### src/rtl/ifetch_prefetch_queue.sv
// ifetch_prefetch_queue: instruction prefetch FIFO between the i-cache port and the decoder state register
// Optional feature: define IFQ_BYPASS_EN to present a response word combinationally when the FIFO is empty.
// Ports:
//   i_clk, i_reset (async, active-low)
//   i_pipeline_ready            pop permission from the memory stage
//   i_pc_load, i_ext_pc         execute-stage redirect and its target
//   o_valid, o_pc, o_instruction  presented head entry (0 / NOP_INSTR when empty)
//   o_mem_req_valid/_addr, i_mem_req_ready    single outstanding word request
//   i_mem_res_valid, i_mem_res_data           response word
module ifetch_prefetch_queue #(
  parameter int XLEN = 32,
  parameter int DEPTH = 4,
  parameter logic [XLEN-1:0] RESET_PC = '0,
  parameter logic [XLEN-1:0] NOP_INSTR = XLEN'(32'h0000_0013)
) (
  input  logic            i_clk,
  input  logic            i_reset,
  input  logic            i_pipeline_ready,
  input  logic            i_pc_load,
  input  logic [XLEN-1:0] i_ext_pc,
  output logic            o_valid,
  output logic [XLEN-1:0] o_pc,
  output logic [XLEN-1:0] o_instruction,
  output logic            o_mem_req_valid,
  output logic [XLEN-1:0] o_mem_req_addr,
  input  logic            i_mem_req_ready,
  input  logic            i_mem_res_valid,
  input  logic [XLEN-1:0] i_mem_res_data
);
  localparam int PW = $clog2(DEPTH);
  localparam logic [PW:0] FULL = (PW+1)'(DEPTH);
  typedef enum logic [1:0] {IDLE, REQ, WAIT, FLUSH} state_t;
  state_t state;
  logic [XLEN-1:0] fetch_pc, req_pc;
  logic [XLEN-1:0] pc_q [DEPTH];
  logic [XLEN-1:0] ins_q [DEPTH];
  logic [PW-1:0] rd_ptr, wr_ptr;
  logic [PW:0] count, count_nxt;
  logic res, byp, push, pop, empty;
  assign res = state == WAIT && i_mem_res_valid;
  assign empty = count == '0;
`ifdef IFQ_BYPASS_EN
  assign byp = res && empty;
`else
  assign byp = 1'b0;
`endif
  // a bypassed word consumed on the same edge never enters the FIFO
  assign push = res && !i_pc_load && !(byp && i_pipeline_ready);
  assign pop = i_pipeline_ready && !empty && !i_pc_load;
  assign count_nxt = count + (PW+1)'(push) - (PW+1)'(pop);
  assign o_valid = !empty || byp;
  assign o_pc = !empty ? pc_q[rd_ptr] : byp ? req_pc : '0;
  assign o_instruction = !empty ? ins_q[rd_ptr] : byp ? i_mem_res_data : NOP_INSTR;
  // the FSM resets into REQ, so the request is masked while reset is held
  assign o_mem_req_valid = i_reset && state == REQ;
  assign o_mem_req_addr = fetch_pc;
  always_ff @(posedge i_clk)
    if (push) begin
      pc_q[wr_ptr] <= req_pc;
      ins_q[wr_ptr] <= i_mem_res_data;
    end
  always_ff @(posedge i_clk or negedge i_reset)
    if (!i_reset) begin
      state <= REQ;
      fetch_pc <= RESET_PC;
      req_pc <= RESET_PC;
      rd_ptr <= '0;
      wr_ptr <= '0;
      count <= '0;
    end else if (i_pc_load) begin
      fetch_pc <= {i_ext_pc[XLEN-1:2], 2'b00};
      rd_ptr <= '0;
      wr_ptr <= '0;
      count <= '0;
      // any request still in flight after this edge must have its response swallowed
      state <= ((state == WAIT || state == FLUSH) && !i_mem_res_valid) || (state == REQ && i_mem_req_ready) ? FLUSH : REQ;
    end else begin
      if (push) wr_ptr <= wr_ptr + PW'(1);
      if (pop) rd_ptr <= rd_ptr + PW'(1);
      count <= count_nxt;
      case (state)
        IDLE: if (count < FULL) state <= REQ;
        REQ: if (i_mem_req_ready) begin
          state <= WAIT;
          req_pc <= fetch_pc;
        end
        WAIT: if (i_mem_res_valid) begin
          fetch_pc <= fetch_pc + XLEN'(4);
          state <= count_nxt < FULL ? REQ : IDLE;
        end
        FLUSH: if (i_mem_res_valid) state <= REQ;
      endcase
    end
endmodule

### config.mk
export PLATFORM = sky130hd
export DESIGN_NAME = ifetch_prefetch_queue
export DESIGN_NICKNAME = d
export VERILOG_FILES = /design/src/rtl/ifetch_prefetch_queue.sv
export SDC_FILE = /design/constraint.sdc
export NUM_CORES = 1
export LEC_CHECK = 0
export CAP_MARGIN = 15
export CORE_MARGIN = 2
export CORE_UTILIZATION = 59
export DETAILED_ROUTE_END_ITERATION = 16
export PLACE_DENSITY = 0.93
export SETUP_SLACK_MARGIN = 0.15
export SLEW_MARGIN = 20
export SYNTH_ARGS = -nofsm -noshare
export SYNTH_HDL_FRONTEND = slang
export SYNTH_SLANG_ARGS = --single-unit
### constraint.sdc
create_clock -name i_clk -period 4.9 [get_ports i_clk]
set_input_delay 0.98 -clock i_clk [delete_from_list [all_inputs] [get_ports i_clk]]
set_output_delay 0.98 -clock i_clk [all_outputs]
set_load 0.05 [all_outputs]
==> flow_summary_export.csv <==
group,metric,value,unit
outcome,status,"finished, final reports clean",
final_layout,mostFrequentLayoutCell,"edfxtp_1",
logic_synthesis,ys_ff_latch,317,
floorplanning,ioPinCount,168,
clock_tree,cts_resized,0,
logic_synthesis,yosysSeqAreaShare,0.7227,
clock_tree,hold_buffers,0,
clock_tree,h-tree-depth,1,
timing,min_period_over_period,0.8538,
power,power.density,543.9,nW/µm²
grt,grt-ovfl-total,0,
floorplanning,die_h,150.7,µm
logic_synthesis,synth-edff-count,248,
clock_tree,cts.sinks,317,
timing,period_minus_slack,4.184,ns
power,pwr-share-seq,0.415,
route,viasPerCell,5.923,
clock_tree,post_cts_buffers,0,
timing,fmax,239.0,MHz
worst_hold_path,hold_end,"pc_q[2][9]",
route,dr.pass1.iters,4,
route,vias,6965,
timing,timing.hold.ws,0.5185,ns
timing,skew,0.01070,ns
worst_hold_path,min_from,"req_pc[9]",
logic_synthesis,yosys_warnings,0,
power,netSwitchingFraction,0.3377,
floorplanning,chipWidth,150.7,µm
final_layout,syn2layout_area_growth,22.68,%
floorplanning,num_rows,53,
final_layout,layoutNonFillerInstCount,1176,
worst_setup_path,critPathLaunch,"count[1]",
route,wl_per_cell,21.31,µm
placement,port_buffers,161,
logic_synthesis,syn_inst,714,
power,p_sw,2.861,mW
clock_tree,clock_path_buffers,3,
placement,hpwl,14820,µm
route,ant_nets,0,
worst_hold_path,holdPathStages,0,
worst_setup_path,worstPathMaxFanout,62,
placement,routabilityCongestion,0.7788,
final_layout,fin_nets,955,
worst_setup_path,cp-end-kind,"primary output",
timing,final_max_slew_viol_count,0,
clock_tree,worstSkewPairLatency,0.54,ns
timing,setup_tns,0,ns
worst_setup_path,startpoint_type,"flop",
floorplanning,initial_utilization,0.6020,
power,combinationalPowerShare,0.315,
final_layout,diodes,0,
power,vdd_ir_drop_max,313.3,µV
grt,grtUsageTotal,0.2260,
logic_synthesis,ys_async_sr_fraction,0.2177,
power,total_power,8.471,mW
worst_setup_path,crit_required,3.92,ns
power,leakagePower,5.209,nW
clock_tree,tritoncts,"done",
final_layout,drive_above_1_share,0.1743,
timing,setup_violations,0,
timing,max_slew_margin,0.3535,
logic_synthesis,ys.flop_type,"edfxtp_1",
worst_setup_path,r2r-end,"state[0]",
clock_tree,cts_buffers,30,
timing,worstMarginPinSlew,0.9698,ns
placement,place_inst,1120,
route,drtIter0Drc,443,
floorplanning,die_area,22710,µm²
worst_setup_path,r2r-start,"count[1]",
final_layout,mostFrequentLayoutCells,"248 x edfxtp_1, 160 x clkdlybuf4s50_1, 66 x dfrtp_1",
worst_setup_path,r2r_setup_slack,1.23,ns
final_layout,final_core_utilization,0.7385,
grt,grt_pass1_vias,7378,
route,routed_wl,25060,µm
power,p_clk_frac,0.269,
logic_synthesis,ys_types,39,
grt,grt_pass1_wl,39230,µm
grt,antenna_found_initial,1,
clock_tree,clkTransAtPathRegs,0.06,ns
power,intPower,5.610,mW
clock_tree,cts_root_buf,"clkbuf_16",
grt,grt_max_degree,70,
timing,rsz0062_at_grt,"false",
worst_setup_path,path_class,"flop to primary output",
worst_setup_path,arrival,3.20,ns
logic_synthesis,syn_avg_cell_area,17.78,µm²
worst_hold_path,hold_path_class,"flop to flop",
timing,hold_viol_final,0,
route,drc,0,
final_layout,n_fill_cell,1232,
logic_synthesis,synth_area,12690,µm²
job,cap_violations,0,
worst_setup_path,rr_worst_depth,14,
floorplanning,core,21090,µm²
-- sequential cells by signal, indices dropped and copies added (netlist names) --
signal / flops
ins_q: 128
pc_q: 120
o_mem_req_addr: 30
req_pc: 30
count: 3
rd_ptr: 2
state: 2
wr_ptr: 2
-- layer usage --
layer	up-vias	track usage	share of wire
li1	3121	-	-
met1	3550	0.3032	0.41
met2	258	0.3877	0.50
met3	34	0.03970	0.067
met4	2	0.06121	0.018
met5	-	0	0.00068
-- power by group through the flow --
stage / registers, mW / clock network [mW] / logic, mW
floorplan: 3.48 / 0 / 1.82
global placement: 3.54 / 0 / 2.65
detailed placement: 3.57 / 0 / 2.69
CTS: 3.52 / 2.31 / 2.71
global route: 3.56 / 2.41 / 2.82
finish: 3.52 / 2.28 / 2.67
-- stage by stage --
step | setup WS [ns] | area [µm²]
after floorplan | 1.600 | 12710
after global routing | 0.4408 | 15570
final | 0.7164 | 15570
after detailed placement | 1.096 | 14580
after CTS | 0.6062 | 15570
after global placement | 1.208 | 14580
-- synthesized netlist by cell type, types with 2 or more instances --
library cell,instances,share of area
nand2_1,22,0.0065
nand4_1,8,0.0039
o21ai_0,20,0.0079
nor4_1,2,0.00099
or3_1,6,0.0030
o31a_1,2,0.0014
inv_1,9,0.0027
edfxtp_1,248,0.59
nor2_1,28,0.0083
buf_1,5,0.0015
or2_2,3,0.0015
mux2_2,30,0.027
dfrtp_1,68,0.13
nand3_1,13,0.0051
and3_1,5,0.0025
a31oi_1,17,0.0084
nor3_1,5,0.0020
and2_1,64,0.032
mux4_2,62,0.11
buf_4,4,0.0024
mux2i_1,2,0.0016
xnor2_1,7,0.0048
buf_2,7,0.0028
ha_1,7,0.0069
clkbuf_1,25,0.0074
and4_1,4,0.0028
o31ai_1,11,0.0065
xor2_1,7,0.0048
or4_1,13,0.0077
-- worst max-delay path: stages (launching register included) --
cell             delay, ns
dfrtp_1               0.44
nor3_1                0.73
clkinv_1              0.15
buf_4                 0.36
and2_1                0.22
clkdlybuf4s50_1       0.74
-- worst max-delay path by stage --
stage	end	slack (ns)	depth (start not counted)
after floorplan	ins_q[0][0]	1.60	4
after global placement	state[0]	1.21	14
after detailed placement	state[0]	1.10	14
after CTS	o_pc[14]	0.61	5
after global routing	o_pc[16]	0.44	5
final	o_pc[14]	0.72	5
-- area by class of cell --
class                      instances  area (µm²)  area share
clock inverter                    15       121.4    0.007793
inverter                          10       37.54    0.002410
tap                              275       344.1     0.02209
timing repair buffer             170        1699      0.1091
sequential                       317        9180      0.5895
clock buffer                      41       874.6     0.05616
multi-input combinational        348        3317      0.2130
-- cells by family (layout without fill, tap and decap cells) --
kind of cell | after synthesis | after routing | share of synthesized area
fa+ha+maj | 8 | 8 | 0.008476
xor+xnor | 14 | 14 | 0.009659
mux | 94 | 94 | 0.1382
compound gates | 51 | 51 | 0.02474
buf+inv | 52 | 236 | 0.01784
other cells | 1 | 4 | 0.0002954
simple gates | 177 | 177 | 0.07806
flops | 317 | 317 | 0.7227
(Power assumes the default switching activity.)
